### src/rtl/imem_pkg.sv
// rtl/imem_pkg.sv - shared types, defaults and parity helper for the instruction memory responder
package imem_pkg;

  localparam int AW_DEF = 8;
  localparam int IW_DEF = 16;

  // Word returned for fetches outside the implemented depth
  localparam logic [IW_DEF-1:0] NOP_WORD = '0;

  typedef enum logic {
    ST_LOAD = 1'b0,
    ST_RUN  = 1'b1
  } state_t;

  // Even-parity bit: storing it next to the word makes the total count of ones even
  function automatic logic even_parity(input logic [63:0] word);
    return ^word;
  endfunction

endpackage

### src/rtl/imem_array.sv
// rtl/imem_array.sv - DEPTH x IW storage, one sync write port, one registered read port (parity bit when IMEM_PARITY_EN)
module imem_array
  import imem_pkg::*;
#(
  parameter int AW    = AW_DEF,
  parameter int IW    = IW_DEF,
  parameter int DEPTH = 256
) (
  input  logic          clk,
  input  logic          reset,
  input  logic          wr_en,
  input  logic [AW-1:0] wr_addr,
  input  logic [IW-1:0] wr_data,
  input  logic          rd_en,
  input  logic [AW-1:0] rd_addr,
  output logic [IW-1:0] rd_data
`ifdef IMEM_PARITY_EN
  ,
  output logic          rd_perr
`endif
);

  localparam int IDXW = (DEPTH > 1) ? $clog2(DEPTH) : 1;
  localparam logic [AW:0] DEPTH_W = (AW + 1)'(DEPTH);

`ifdef IMEM_PARITY_EN
  localparam int SW = IW + 1;
`else
  localparam int SW = IW;
`endif

  logic [SW-1:0] mem [DEPTH];

  logic            wr_in_range;
  logic            rd_in_range;
  logic [IDXW-1:0] wr_idx;
  logic [IDXW-1:0] rd_idx;
  logic [SW-1:0]   rd_word;
  logic [SW-1:0]   wr_word;
  logic [IW-1:0]   rd_data_q;
  logic [IW-1:0]   rd_data_d;

  // Range decode: addresses at or above DEPTH fall outside storage and do not wrap
  assign wr_in_range = ({1'b0, wr_addr} < DEPTH_W);
  assign rd_in_range = ({1'b0, rd_addr} < DEPTH_W);
  assign wr_idx      = wr_addr[IDXW-1:0];
  assign rd_idx      = rd_addr[IDXW-1:0];
  assign rd_word     = mem[rd_idx];

`ifdef IMEM_PARITY_EN
  assign wr_word = {even_parity(64'(wr_data)), wr_data};
`else
  assign wr_word = wr_data;
`endif

  // Storage is deliberately not reset so a reset keeps the loaded program
  always_ff @(posedge clk) begin
    if (wr_en && wr_in_range) begin
      mem[wr_idx] <= wr_word;
    end
  end

`ifdef IMEM_PARITY_EN
  logic rd_perr_q;
  logic rd_perr_d;

  // Read data updates only on a read; parity mismatch is a one-cycle pulse beside the new data
  always_comb begin
    rd_data_d = rd_data_q;
    rd_perr_d = 1'b0;
    if (rd_en) begin
      if (rd_in_range) begin
        rd_data_d = rd_word[IW-1:0];
        rd_perr_d = (even_parity(64'(rd_word[IW-1:0])) != rd_word[IW]);
      end else begin
        rd_data_d = IW'(NOP_WORD);
      end
    end
  end

  // Read register and parity pulse
  always_ff @(posedge clk or negedge reset) begin
    if (!reset) begin
      rd_data_q <= '0;
      rd_perr_q <= 1'b0;
    end else begin
      rd_data_q <= rd_data_d;
      rd_perr_q <= rd_perr_d;
    end
  end

  assign rd_perr = rd_perr_q;
`else
  // Read data updates only on a read and otherwise holds for stalls
  always_comb begin
    rd_data_d = rd_data_q;
    if (rd_en) begin
      if (rd_in_range) begin
        rd_data_d = rd_word[IW-1:0];
      end else begin
        rd_data_d = IW'(NOP_WORD);
      end
    end
  end

  // Read register
  always_ff @(posedge clk or negedge reset) begin
    if (!reset) begin
      rd_data_q <= '0;
    end else begin
      rd_data_q <= rd_data_d;
    end
  end
`endif

  assign rd_data = rd_data_q;

endmodule

### src/rtl/imem_fetch_resp.sv
// rtl/imem_fetch_resp.sv - instruction memory responder: LOAD/RUN FSM, fetch handshake, flush, sticky flags (IMEM_PARITY_EN adds parity)
module imem_fetch_resp
  import imem_pkg::*;
#(
  parameter int AW    = AW_DEF,
  parameter int IW    = IW_DEF,
  parameter int DEPTH = 256
) (
  input  logic          clk,
  input  logic          reset,
  input  logic [AW-1:0] req_addr,
  input  logic          req_valid,
  output logic          req_ready,
  input  logic          flush,
  output logic [IW-1:0] instr,
  output logic          instr_valid,
  input  logic          instr_ready,
  input  logic          ld_we,
  input  logic [AW-1:0] ld_addr,
  input  logic [IW-1:0] ld_data,
  input  logic          ld_done,
  output logic          run,
  output logic          oor,
  output logic          par_err
);

  localparam logic [AW:0] DEPTH_W = (AW + 1)'(DEPTH);

  state_t state_q;
  state_t state_d;
  logic   instr_valid_q;
  logic   instr_valid_d;
  logic   oor_q;
  logic   oor_d;
  logic   accept;
  logic   wr_en;
  logic   req_oor;

  assign run       = (state_q == ST_RUN);
  // A new request fits when the output slot is empty or is being drained this cycle
  assign req_ready = run & ~flush & (~instr_valid_q | instr_ready);
  assign accept    = req_valid & req_ready;
  assign wr_en     = ld_we & (state_q == ST_LOAD);
  assign req_oor   = ({1'b0, req_addr} >= DEPTH_W);

  // Next state: LOAD leaves on ld_done, RUN only exits through reset
  always_comb begin
    state_d = state_q;
    case (state_q)
      ST_LOAD: if (ld_done) state_d = ST_RUN;
      ST_RUN:  state_d = ST_RUN;
      default: state_d = ST_LOAD;
    endcase
  end

  // Response-valid tracking; flush beats accept, accept beats drain
  always_comb begin
    instr_valid_d = instr_valid_q;
    if (flush) begin
      instr_valid_d = 1'b0;
    end else if (accept) begin
      instr_valid_d = 1'b1;
    end else if (instr_ready) begin
      instr_valid_d = 1'b0;
    end
  end

  // Out-of-range flag rises together with the NOP response
  always_comb begin
    oor_d = oor_q | (accept & req_oor);
  end

  // Control and sticky-flag registers
  always_ff @(posedge clk or negedge reset) begin
    if (!reset) begin
      state_q       <= ST_LOAD;
      instr_valid_q <= 1'b0;
      oor_q         <= 1'b0;
    end else begin
      state_q       <= state_d;
      instr_valid_q <= instr_valid_d;
      oor_q         <= oor_d;
    end
  end

  assign instr_valid = instr_valid_q;
  assign oor         = oor_q;

`ifdef IMEM_PARITY_EN
  logic rd_perr;
  logic par_err_q;
  logic par_err_d;

  imem_array #(
    .AW    (AW),
    .IW    (IW),
    .DEPTH (DEPTH)
  ) u_array (
    .clk     (clk),
    .reset   (reset),
    .wr_en   (wr_en),
    .wr_addr (ld_addr),
    .wr_data (ld_data),
    .rd_en   (accept),
    .rd_addr (req_addr),
    .rd_data (instr),
    .rd_perr (rd_perr)
  );

  // Accumulate parity errors reported with each fresh response
  always_comb begin
    par_err_d = par_err_q | rd_perr;
  end

  // Sticky parity error register
  always_ff @(posedge clk or negedge reset) begin
    if (!reset) begin
      par_err_q <= 1'b0;
    end else begin
      par_err_q <= par_err_d;
    end
  end

  // The flag shows in the same cycle as the faulty response and stays set
  assign par_err = par_err_q | rd_perr;
`else
  imem_array #(
    .AW    (AW),
    .IW    (IW),
    .DEPTH (DEPTH)
  ) u_array (
    .clk     (clk),
    .reset   (reset),
    .wr_en   (wr_en),
    .wr_addr (ld_addr),
    .wr_data (ld_data),
    .rd_en   (accept),
    .rd_addr (req_addr),
    .rd_data (instr)
  );

  assign par_err = 1'b0;
`endif

endmodule
### config.mk
export PLATFORM = sky130hd
export DESIGN_NAME = imem_fetch_resp
export DESIGN_NICKNAME = d
export VERILOG_FILES = /design/src/rtl/imem_pkg.sv /design/src/rtl/imem_array.sv /design/src/rtl/imem_fetch_resp.sv
export SDC_FILE = /design/constraint.sdc
export NUM_CORES = 2
export LEC_CHECK = 0
export BUFFER_PORTS_ARGS = -buffer_cell sky130_fd_sc_hd__buf_4
export CORE_UTILIZATION = 55
export DETAILED_ROUTE_END_ITERATION = 12
export PLACE_DENSITY = 0.71
export SYNTH_ARGS = -nofsm -noshare
export SYNTH_HDL_FRONTEND = slang
export SYNTH_SLANG_ARGS = --single-unit
### constraint.sdc
create_clock -name clk -period 2.82 [get_ports clk]
set_clock_uncertainty 0.1 [all_clocks]
set_input_delay 0.141 -clock clk [delete_from_list [all_inputs] [get_ports clk]]
set_output_delay 0.141 -clock clk [all_outputs]
set_load 0.05 [all_outputs]
==> impl_metrics.py <==
metrics = {
    "finish": {
        "mostFrequentLayoutCells": "edfxtp_1, buf_4, mux4_2",
        "final_common_cell": "edfxtp_1",
        "nFillCells": 18181,
        "post-route-cell-area_um2": 187000,
        "nets": 8740,
        "area_growth_pct": 17.4,
        "drive_gt1_share_pct": 28.2,
    },
    "detailed_routing": {
        "postRouteAntennaNets": 0,
        "drt-initial-drc-count": 13188,
        "post_drt_via_cell_ratio": 6.65,
        "drc_errors": 0,
        "wire_per_inst_um": 34.6,
        "vias": 85321,
        "routed_wl_um": 444000,
        "drt-pass1-iter-count": 8,
    },
    "timing": {
        "relSlewSlack_pct": 24.2,
        "setup_ws_ns": -0.158,
        "finalHoldViolCount": 0,
        "fmax_ghz": 0.336,
        "period_needed_ns": 2.98,
        "final.period_utilization_pct": 106,
        "worst_slew_pin_slew_ns": 1.13,
        "rsz0062_at_grt": "yes",
        "setup-tns-final_ns": -0.273,
        "setup_violations": 4,
        "drv_slew": 0,
    },
    "clock_tree": {
        "cts_tree": "yes",
        "clock_latency_ns": 0.99,
        "htreeDepth": 5,
        "cts_made_buffers": 401,
        "root_buffer": "clkbuf_16",
        "cts_num_sinks": 4114,
        "cts_setup_buffers": 0,
        "clkTransAtPathRegs_ns": 0.06,
        "clock_path_buffers": 4,
    },
    "synthesis": {
        "synth_top_area_share_pct": 77.2,
        "ys_types": 74,
        "synth_edf_count": 4096,
        "synth_top_cell_by_area": "edfxtp_1",
        "syn_area_per_cell_um2": 21.1,
        "ys_seq_elements": 4114,
        "netlist_area_um2": 159000,
        "synthFlopType": "edfxtp_1",
        "yosys_warnings": 0,
        "synthTopCellsByArea": "edfxtp_1, mux4_2, mux2i_1",
        "synthCells": 7533,
        "synthArstFlopShare_pct": 0.438,
        "yosysSeqAreaShare_pct": 77.5,
    },
    "status": {
        "failed_checks": "setup timing",
        "status": "finished with violations",
    },
    "die": {
        "fp.dieW_um": 540,
        "std_cell_rows": 197,
        "core_um2": 288000,
        "start_util_pct": 55.3,
        "ios": 60,
        "die_y_um": 540,
        "fp.dieArea_um2": 292000,
    },
    "global_routing": {
        "grtUsageTotal_pct": 30.3,
        "grt_max_degree": 109,
        "grt_pass1_vias": 83993,
        "grt.overflow.total": 0,
        "grt_pass1_wl_um": 623000,
        "antenna_found_initial": 37,
    },
    "setup_path": {
        "cp-start-kind": "register",
        "path_cells": "mux4_2, a22o_1, a2111oi_2, a2111oi_4, nand4_1, o211ai_2",
        "criticalPathCategory": "reg -> reg",
        "max_stage_delay_ns": 0.85,
        "reg2reg_slack_ns": -0.16,
        "rr_endpoint": "u_array.rd_data[15]",
        "worst_path_max_delay_cell": "nand4_1",
        "r2r_start": "u_array.mem[45][15]",
        "critPathBufInv": 0,
        "r2r.worst_path.cells": 6,
        "cp.required_ns": 3.59,
        "crit_fanout": 1,
        "worstPathArrival_ns": 3.75,
        "path_delay_family": "compound AO/OA/AOI/OAI gates",
        "end_kind": "register",
    },
    "job": {
        "cap_violations": 0,
    },
    "placement": {
        "dp_hpwl_um": 284000,
        "place_area_um2": 173000,
        "portBuffers": 57,
        "gp_congestion": 0.989,
    },
    "hold_path": {
        "min_to": "u_array.mem[79][9]",
        "whs_path_depth": 2,
        "min_path_type": "in -> reg",
        "hold_start": "ld_data[9]",
    },
    "power": {
        "power.density_nw_per_um2": 688,
        "power.leakage_uw": 0.0615,
        "max-vdd-ir-drop_mv": 0.554,
    },
}
==> per-layer routing <==
layer	up-vias	GRT usage [%]	part of all wire, %	routed length, um
li1	34040	-	-	-
met1	44285	41.7	36	160000
met2	6013	46.0	46	203000
met3	967	7.68	13	56800
met4	16	13.6	5.2	23200
met5	-	0	0.042	187
==> state kept, by name, indices dropped and copies added, names as in the netlist <==
name / flops
u_array.mem: 4096
u_array.rd_data: 16
instr_valid: 1
run: 1
==> worst register-to-register path, stage by stage (launching register included) <==
cell and delay (ns):
edfxtp_1 0.33, mux4_2 0.30, a22o_1 0.21, a2111oi_2 0.08
a2111oi_4 0.58, nand4_1 0.85, o211ai_2 0.43
==> synthesized netlist by cell type (4+ instances only) <==
cell type and n:
clkbuf_1 145, mux4_1 31, nor2b_1 16, a31oi_1 7, buf_2 99, buf_1 23
a211oi_1 67, nor3_1 29, nand3_1 62, and2_1 9, dfrtp_1 18, or4_1 5
nand4_1 35, o22ai_2 7, o21ai_0 100, nor2_1 297, a221oi_1 53, o211a_1 7
o22ai_1 184, inv_1 5, a2111oi_1 8, and3_1 15, a22oi_1 94, buf_4 49
a21bo_2 7, a2111oi_0 59, a22o_1 33, a311o_1 8, o211ai_1 10, a32oi_1 4
nor4_1 9, mux2_2 16, nand2_1 232, o21ai_1 12, buf_12 25, a21oi_1 83
o211ai_2 7, o2bb2ai_1 7, o221ai_1 84, mux2i_1 614, edfxtp_1 4096, buf_8 43
mux4_2 704, a221o_1 4, buf_6 66
==> what timing repair did <==
item,in CTS,in global routing
hold buffers,44,0
endpoints found under the setup margin,6,230
resized for setup,14,12
pin swaps,2,6
cloned,0,0
hold endpoints to repair,4761,0
==> power breakdown <==
part | switching (uW) | internal [uW]
logic | 4580 | 2640
clock network | 23300 | 30700
registers | 182 | 67300
==> stage by stage <==
step                utilization, %  std cells  total power [uW]  hold slack [ns]  setup slack, ns
global placement              60.1      12038             75600         -0.00198            -1.57
CTS                           64.9      12827            129000           0.0458          -0.0738
finish                        64.9      12835            129000            0.113           -0.158
global route                  64.9      12828            131000           0.0982           -0.119
floorplan                        -       7534             72000           -0.255          -0.0834
detailed placement            60.1      12038             75700         -0.00911            -1.65
==> logic make-up (layout without fill, tap and decap cells) <==
logic type,after synthesis,in the layout,synth area share (%)
AOI/OAI and AO/OA,860,860,3.91
and+or+nand+nor,736,736,2.02
buffers and inverters,457,1966,2.14
DFF,4114,4114,77.5
other,1,13,0.00235
muxes,1365,1365,14.4
==> cell type report <==
type | instances | area (um2) | area share [%]
Clock buffer | 486 | 10400 | 5.58
Tap cell | 3781 | 4730 | 2.53
Antenna cell | 11 | 27.5 | 0.0147
Clock inverter | 259 | 2930 | 1.56
Sequential cell | 4114 | 123000 | 66.0
Multi-Input combinational cell | 2963 | 32700 | 17.5
Inverter | 7 | 33.8 | 0.0181
Timing Repair Buffer | 1214 | 12700 | 6.78
==> how the worst max path moves through the flow <==
stage                                    from                  end  slack [ns]  cells after the start
final                     u_array.mem[45][15]  u_array.rd_data[15]       -0.16                      6
after CTS                 u_array.mem[84][15]  u_array.rd_data[15]       -0.07                      7
after detailed placement          req_addr[1]  u_array.rd_data[15]       -1.65                     10
after global placement            req_addr[1]  u_array.rd_data[15]       -1.57                     11
after global routing      u_array.mem[45][15]  u_array.rd_data[15]       -0.12                      6
after floorplan                           run  u_array.mem[234][0]       -0.08                      6
Power figures use the tool's default switching activity.
